**src/rtl/mdu_pkg.sv**
```systemverilog
// Shared op codes, FSM encoding and iteration count for the iterative RV32M multiply/divide unit.
package mdu_pkg;

   localparam logic [2:0] OP_MUL    = 3'b000;
   localparam logic [2:0] OP_MULH   = 3'b001;
   localparam logic [2:0] OP_MULHSU = 3'b010;
   localparam logic [2:0] OP_MULHU  = 3'b011;
   localparam logic [2:0] OP_DIV    = 3'b100;
   localparam logic [2:0] OP_DIVU   = 3'b101;
   localparam logic [2:0] OP_REM    = 3'b110;
   localparam logic [2:0] OP_REMU   = 3'b111;

   localparam int unsigned ITERS = 32;

   typedef enum logic [1:0] {
      ST_IDLE = 2'd0,
      ST_CALC = 2'd1,
      ST_SIGN = 2'd2,
      ST_DONE = 2'd3
   } state_e;

   function automatic logic op_a_signed(input logic [2:0] op);
      return (op == OP_MULH) || (op == OP_MULHSU) || (op == OP_DIV) || (op == OP_REM);
   endfunction

   function automatic logic op_b_signed(input logic [2:0] op);
      return (op == OP_MULH) || (op == OP_DIV) || (op == OP_REM);
   endfunction

endpackage

```
**src/rtl/mdu_addsub33.sv**
```systemverilog
// 33-bit add/subtract shared by the multiply add step and the divide trial subtract.
// Latency: combinational.
// Backpressure: none; pure datapath.
module mdu_addsub33 (
   input  logic [32:0] a,
   input  logic [32:0] b,
   input  logic        sub,
   output logic [32:0] sum,
   output logic        cout
);

   logic [33:0] full;

   // Subtract as a + ~b + 1; cout = 1 means no borrow (a >= b).
   assign full = {1'b0, a} + {1'b0, (sub ? ~b : b)} + {33'd0, sub};
   assign sum  = full[32:0];
   assign cout = full[33];

endmodule

```
**src/rtl/mdu_iter.sv**
```systemverilog
// Iterative RV32M multiply/divide: 32-step shift-add multiply or restoring divide on magnitudes.
// Latency: 34 clocks start->done (2 clocks for divide-by-zero and signed overflow).
// Backpressure: start is honoured only while idle; requests while busy are dropped.
module mdu_iter
   import mdu_pkg::*;
#(
   parameter int unsigned XLEN = 32
) (
   input  logic            clk,
   input  logic            rst,
   input  logic            start,
   input  logic [2:0]      funct3,
   input  logic [XLEN-1:0] A,
   input  logic [XLEN-1:0] B,
   output logic            busy,
   output logic            done,
   output logic [XLEN-1:0] res
);

   state_e              state_q, state_d;
   logic [2:0]          op_q, op_d;
   logic [5:0]          cnt_q, cnt_d;
   logic [XLEN-1:0]     m_q, m_d;
   logic [2*XLEN-1:0]   work_q, work_d;
   logic                neg_q, neg_d;
   logic                rneg_q, rneg_d;
   logic                spec_q, spec_d;
   logic [XLEN-1:0]     forced_q, forced_d;
   logic [XLEN-1:0]     res_q, res_d;

   logic                a_neg, b_neg;
   logic [XLEN-1:0]     abs_a, abs_b;
   logic                div_zero, div_ovf;
   logic [XLEN-1:0]     forced_val;

   logic [XLEN:0]       as_a, as_b, as_sum;
   logic                as_sub, as_cout;
   logic [2*XLEN-1:0]   step;
   logic [2*XLEN-1:0]   prod;
   logic [XLEN-1:0]     quo, rem, sel;

   // Operand decode on the live inputs; only used in the accepting IDLE cycle.
   assign a_neg = op_a_signed(funct3) & A[XLEN-1];
   assign b_neg = op_b_signed(funct3) & B[XLEN-1];
   assign abs_a = a_neg ? -A : A;
   assign abs_b = b_neg ? -B : B;

   assign div_zero = funct3[2] && (B == '0);
   assign div_ovf  = funct3[2] && !funct3[0] && (A == {1'b1, {(XLEN-1){1'b0}}}) && (B == '1);

   always_comb begin
      forced_val = '0;
      if (div_zero) begin
         forced_val = funct3[1] ? A : '1;
      end else if (div_ovf) begin
         forced_val = funct3[1] ? '0 : {1'b1, {(XLEN-1){1'b0}}};
      end
   end

   // Divide sees {rem, quo[msb]} (the value after the left shift); multiply sees {0, acc}.
   assign as_sub = op_q[2];
   assign as_b   = {1'b0, m_q};
   assign as_a   = op_q[2] ? work_q[2*XLEN-1:XLEN-1] : {1'b0, work_q[2*XLEN-1:XLEN]};

   mdu_addsub33 u_addsub (
      .a    (as_a),
      .b    (as_b),
      .sub  (as_sub),
      .sum  (as_sum),
      .cout (as_cout)
   );

   always_comb begin
      step = work_q;
      if (op_q[2]) begin
         if (as_cout) begin
            step = {as_sum[XLEN-1:0], work_q[XLEN-2:0], 1'b1};
         end else begin
            step = {work_q[2*XLEN-2:0], 1'b0};
         end
      end else if (work_q[0]) begin
         step = {as_sum, work_q[XLEN-1:1]};
      end else begin
         step = {1'b0, work_q[2*XLEN-1:1]};
      end
   end

   assign prod = neg_q ? -work_q : work_q;
   assign quo  = work_q[XLEN-1:0];
   assign rem  = work_q[2*XLEN-1:XLEN];

   always_comb begin
      sel = '0;
      case (op_q)
         OP_MUL:                         sel = prod[XLEN-1:0];
         OP_MULH, OP_MULHSU, OP_MULHU:   sel = prod[2*XLEN-1:XLEN];
         OP_DIV, OP_DIVU:                sel = neg_q  ? -quo : quo;
         OP_REM, OP_REMU:                sel = rneg_q ? -rem : rem;
         default:                        sel = '0;
      endcase
   end

   always_comb begin
      state_d  = state_q;
      op_d     = op_q;
      cnt_d    = cnt_q;
      m_d      = m_q;
      work_d   = work_q;
      neg_d    = neg_q;
      rneg_d   = rneg_q;
      spec_d   = spec_q;
      forced_d = forced_q;
      res_d    = res_q;
      case (state_q)
         ST_IDLE: begin
            if (start) begin
               op_d     = funct3;
               cnt_d    = '0;
               neg_d    = a_neg ^ b_neg;
               rneg_d   = a_neg;
               m_d      = funct3[2] ? abs_b : abs_a;
               work_d   = {{XLEN{1'b0}}, (funct3[2] ? abs_a : abs_b)};
               spec_d   = div_zero | div_ovf;
               forced_d = forced_val;
               state_d  = (div_zero | div_ovf) ? ST_SIGN : ST_CALC;
            end
         end
         ST_CALC: begin
            work_d = step;
            cnt_d  = cnt_q + 6'd1;
            if (cnt_q == 6'(ITERS - 1)) begin
               state_d = ST_SIGN;
            end
         end
         ST_SIGN: begin
            res_d   = spec_q ? forced_q : sel;
            state_d = ST_DONE;
         end
         ST_DONE: begin
            state_d = ST_IDLE;
         end
         default: begin
            state_d = ST_IDLE;
         end
      endcase
   end

   always_ff @(posedge clk or posedge rst) begin
      if (rst) begin
         state_q  <= ST_IDLE;
         op_q     <= '0;
         cnt_q    <= '0;
         m_q      <= '0;
         work_q   <= '0;
         neg_q    <= 1'b0;
         rneg_q   <= 1'b0;
         spec_q   <= 1'b0;
         forced_q <= '0;
         res_q    <= '0;
      end else begin
         state_q  <= state_d;
         op_q     <= op_d;
         cnt_q    <= cnt_d;
         m_q      <= m_d;
         work_q   <= work_d;
         neg_q    <= neg_d;
         rneg_q   <= rneg_d;
         spec_q   <= spec_d;
         forced_q <= forced_d;
         res_q    <= res_d;
      end
   end

   assign busy = (state_q != ST_IDLE);
   assign done = (state_q == ST_DONE);
   assign res  = res_q;

endmodule

```
**config.mk**
```make
export PLATFORM = sky130hd
export DESIGN_NAME = mdu_iter
export DESIGN_NICKNAME = d
export VERILOG_FILES = /design/src/rtl/mdu_pkg.sv /design/src/rtl/mdu_addsub33.sv /design/src/rtl/mdu_iter.sv
export SDC_FILE = /design/constraint.sdc
export NUM_CORES = 1
export LEC_CHECK = 0
export CAP_MARGIN = 20
export CORE_UTILIZATION = 51
export DETAILED_ROUTE_END_ITERATION = 12
export DONT_BUFFER_PORTS = 1
export PLACE_DENSITY = 0.66
export RECOVER_POWER = 25
export SYNTH_ARGS = -nofsm -noshare
export SYNTH_HDL_FRONTEND = slang
export SYNTH_SLANG_ARGS = --single-unit
```
**constraint.sdc**
```tcl
create_clock -name clk -period 6.32 [get_ports clk]
set_input_delay 0.948 -clock clk [delete_from_list [all_inputs] [get_ports clk]]
set_output_delay 0.948 -clock clk [all_outputs]
set_load 0.05 [all_outputs]
```
== Yosys cells after proc, flatten, opt, wreduce, memory -nomap -nowiden ==
Index checks and enable logic that the tools add are counted.
Storage, ports and cells
  bits in registers: 174
Operators by class
  add/subtract/negate cells: 8
  reduce and logical (&&, ||, !) cells: 21
  mux-type cells: 26
  bitwise logic cells: 5
  eq/ne operators: 19
Operators by type and width (count)
  32-bit 2-to-1 mux: 11
  64-bit 2-to-1 mux: 5
  32-bit negation: 4
  32-bit case mux with 4 select lines: 1
  64-bit case mux with 2 select lines: 1
  33-bit 2-to-1 mux: 2
  32-bit equality test, second input constant: 2
  64-bit negation: 1
  33-bit by 33-bit adder with 34-bit output: 1
  34-bit by 1-bit adder with 34-bit output: 1
  32-bit inverter with 33-bit output: 1
  32-bit zero test: 1
  3-bit equality test, second input constant: 6
  6-bit case mux with 2 select lines: 1
  3-bit by 2-bit equality test with 1-bit output, second input constant: 3
  2-bit case mux with 4 select lines: 1
  6-bit by 1-bit adder with 6-bit output, second input constant: 1
  3-bit by 1-bit equality test with 1-bit output, second input constant: 2
  6-bit by 5-bit equality test with 1-bit output, second input constant: 1
  2-bit 2-to-1 mux: 3
  6-bit 2-to-1 mux: 1
  2-bit AND reduction: 3
  1-bit logical OR: 5
  2-bit equality test, second input constant: 2
  12 further kinds: 19

== Depth between registers and ports, before layout ==
  depth after elaboration: 9
  gate-level depth with buffers: 19

== By module ==
A second synthesis with hierarchy kept.
Unflattened totals
  cells, all modules: 1978
  area total of the unflattened synthesis: 15914.0 um2
Modules (own cells, without submodules)
  mdu_iter: area each 13840.8 um2, seq. area each 4354.2 um2, cells an instance 1698, instances 1
  mdu_addsub33: area each 2073.2 um2, seq. area each 0.0 um2, cells an instance 280, instances 1

== Least setup slack after synthesis ==
Ideal clock, no wire load.
  path type: reg-to-reg
  start: reg op_q[2]
  end: reg work_q[40]
  stages on the path, launching flop included: 19
  path slack: 1548 ps
  library setup time: 132 ps
  arrival time: 4640 ps
  required time: 6188 ps
  cells stage by stage: dfrtp_1 clkbuf_1 buf_1 buf_1 clkbuf_1 clkbuf_1 xor2_1 ha_1 clkbuf_1 a211oi_1 o211ai_1 a221oi_1 o31ai_4 a21boi_1 o41a_1 nand2_2 buf_4 o21ai_0 o22ai_1
Between the ends
  cells in the longest elaborated chain, start to end: 6
  elaborated cells on any way between the ends: 8
RTL lines
  start, declared: line mdu_iter.sv:21  | logic [2:0] op_q, op_d;
  start signal, assigned: line mdu_iter.sv:162  | op_q <= op_d;
  33-bit 2-to-1 mux (on tied branches): line mdu_iter.sv:63, mdu_addsub33.sv:15
  33-bit by 33-bit adder with 34-bit output: line mdu_addsub33.sv:15  | assign full = {1'b0, a} + {1'b0, (sub ? ~b : b)} + {33'd0, sub};
  34-bit by 1-bit adder with 34-bit output: line mdu_addsub33.sv:15
  64-bit 2-to-1 mux (on tied branches): line mdu_iter.sv:81, mdu_iter.sv:76
  64-bit 2-to-1 mux (*): line mdu_iter.sv:75  | if (op_q[2]) begin
  64-bit case mux with 2 select lines (*): line mdu_iter.sv:114  | case (state_q)
  end signal, assigned: line mdu_iter.sv:165  | work_q <= work_d;
  end, declared: line mdu_iter.sv:24  | logic [2*XLEN-1:0] work_q, work_d;
Every way passes the cells marked *; elsewhere a longest branch is shown, timed or not.
A chain may end at the register's enable or synchronous reset.

== Worst setup path after layout ==
Same ends and word-level chain as after synthesis.

==> out/summary.txt <==
core area: 29100 sq um
Die W: 175 um
final-stage net count: 1982
Synth Area in Compound Gates: 28.3%
Hold Fails Final Rpt: 0
DRC Markers: 0
vias in the first global route: 13900
starting density of the core: 52.4%
Post-Synth XOR/XNOR Area: 10.1%
Main synth FF type: dfrtp_1
net count after synthesis: 2104
Syn-to-layout area delta: 4.22%
outcome: complete, but fails checks
final core utilization: 54.6%
Seq cells post-synth: 174
mapped cell area: 15200 sq um
Clk Latency, worst-skew pair: 0.46 ns
WL final: 56300 um
Worst path max stage delay: 1.04 ns
share of post-route cells with drive strength above 1: 7.49%
Crit path max-delay family: compound AO/OA/AOI/OAI gates
Max Freq: 0.205 GHz
Die H: 175 um
Leak: 6.12 nW
initial antenna violation count: 2
Die Area: 30600 sq um
placed inst area: 15300 sq um
Max H-tree Level: 4
GR Layer Usage met1: 50.0%
Avg Cell Area, Syn: 7.65 sq um
measured slew at the worst slew-check pin: 3.14 ns
largest net degree at the start of global routing: 127
Crit-path slowest cell: dfrtp_4
vias per inst: 6.67
ANT nets after route: 0
clk buf depth: 2
CTS tree: built
Total GRT Usage: 37.0%
Unique masters post-synth: 81
Worst Path Buf+Inv: 1
cell mode on critical path: nand2_1
Post-synth EDFFs: 0
adder-cell share of the synthesized area: 3.50%
io pins: 104
sequential share of the synthesized area: 28.6%
Rows: 62
met2 GRT Util: 56.1%
Sink Count: 174
Post-Synth Simple-Gate Area: 19.3%
fin area: 15900 sq um
final worst path period share: 77.2%
Synth warnings: 0
hold buffers post-CTS: 0
vias: 15100
drt wl/cell: 24.8 um
Yosys top cell area share: 28.6%
crit path cell chain: mux2_2, ha_1, nand2_1, o31a_1, o22a_1, o31ai_4, a21boi_1, o41ai_4, buf_4, nand2_1, o21ai_0, o22ai_1
dpl hpwl: 42500 um
Top Usage Layer GRT: met2
crit-path max FO: 70
max_slew headroom: -110%
drt pass-1 iters: 5
largest family of logic cells by synthesized area: compound AO/OA/AOI/OAI gates
CP Launch Type: flop
Synth top cells by count: 236 x o21ai_0, 227 x nand2_1, 197 x a21oi_1
failing checks: max-capacitance violations, max-slew violations
CP Class: flop to flop
gp weighted congestion: 1.01
RSZ-0062 raised after global routing: no
CP endpoint kind: flop
Setup Buffers After CTS: 0
top cells by area, synth: dfrtp_1 29%, o21ai_0 7.7%, a21oi_1 6.5%
Root Buffer: clkbuf_16
DR iter-0 viols: 1886
worst path required time: 6.63 ns
Worst VDD drop: 0.000281 V
Setup TNS Final: 0 ns
MaxCap Viol Count: 2
Num CTS Buffers: 17
IO buf count: 0
met3 Use GR: 8.33%
mux share of post-synthesis cell area: 5.29%
cts repair resizes: 0
WHS: 0.482 ns
# setup viols final: 0
Post-synth ARST share: 100%
global-route wire length before repair: 85700 um
cell count after synthesis: 1992
fin. max-slew vios: 109
power density cells: 652 nW/um^2
Worst EP arrival: 5.19 ns
Final Critical Period: 4.88 ns
leading area contributor after synthesis: dfrtp_1
Clock Skew: 0.0126 ns
Worst-path clk slew: 0.07 ns
grt ovf: 0
most common cell in the netlist: o21ai_0
Hold Path Class: flop to flop
## through the flow
step           total power, mW  instances  setup WS, ns
3_5_place_dp              9.10       2234          1.50
2_1_floorplan             7.23       1992         0.655
5_1_grt                   11.0       2267         0.649
4_1_cts                   10.2       2266          1.48
3_3_place_gp              9.06       2234          1.61
6_report                  10.4       2268          1.44
## placed cells by master, fill, tap and decap left out, types with 31 or more instances in the layout
cell type | synthesis | routed
inv_1 | 34 | 33
o22ai_1 | 31 | 31
o21ai_0 | 236 | 236
xor2_1 | 91 | 91
mux2_2 | 52 | 52
ha_1 | 41 | 41
nor2_1 | 173 | 173
xnor2_1 | 84 | 84
a21oi_1 | 197 | 196
nand2_1 | 227 | 226
nor3_1 | 49 | 49
dfrtp_1 | 174 | 173
## sequential cells by signal, indices dropped and copies added, names as in the netlist
register / cells
m_q: 32
neg_q: 1
work_q: 64
forced_q: 32
res: 32
state_q: 2
spec_q: 1
rneg_q: 1
op_q: 3
cnt_q: 6
## power breakdown
| group | internal, mW | leakage [nW] | switching (mW) |
|---|---|---|---|
| Combinational | 2.43 | 3.65 | 4.15 |
| Sequential | 1.52 | 2.19 | 1.19 |
| Clock | 0.604 | 0.277 | 0.474 |
| Total | 4.55 | 6.12 | 5.81 |
## per-layer routing
metal,vias up,wire length [um],share of wire (%)
met1,7209,24000,43
met4,0,2920,5.2
met5,-,0,0
met2,791,24700,44
met3,147,4680,8.3
li1,6976,-,-
## cell families (layout without fill, tap and decap cells)
kind of cell	after synthesis	count (layout)
compound gates	704	704
xor+xnor	175	175
fa+ha+maj	42	42
buf+inv	200	91
flops	174	174
mux	74	74
other cells	0	1
simple gates	623	623
## final timing paths
path | from | to | slack [ns] | cells after the start
max | op_q[2] | work_q[40] | 1.44 | 12
min | rneg_q | rneg_q | 0.48 | 2
max reg2reg | op_q[2] | work_q[40] | 1.44 | 12
min reg2reg | rneg_q | rneg_q | 0.48 | 2
max in group asynchronous | rst | op_q[2] | 1.46 | 2
min in group asynchronous | rst | res[31] | 1.27 | 1
## layout make-up
class                      count  area, sq um
antenna                        1         2.50
clock buffer                  23          468
clock inverter                 9          111
fill                        2881        13200
inverter                      36          136
multi-input combinational   1618        10200
sequential                   174         4360
tap                          384          480
timing repair buffer          23          173
## tightest hold or removal path, delay by kind of cell, from the launching register on
family	cells	cell delay (ns)
AOI/OAI and AO/OA	1	0.06
and+or+nand+nor	1	0.04
DFF	1	0.34
No activity file was read; power rests on OpenSTA's default activity.
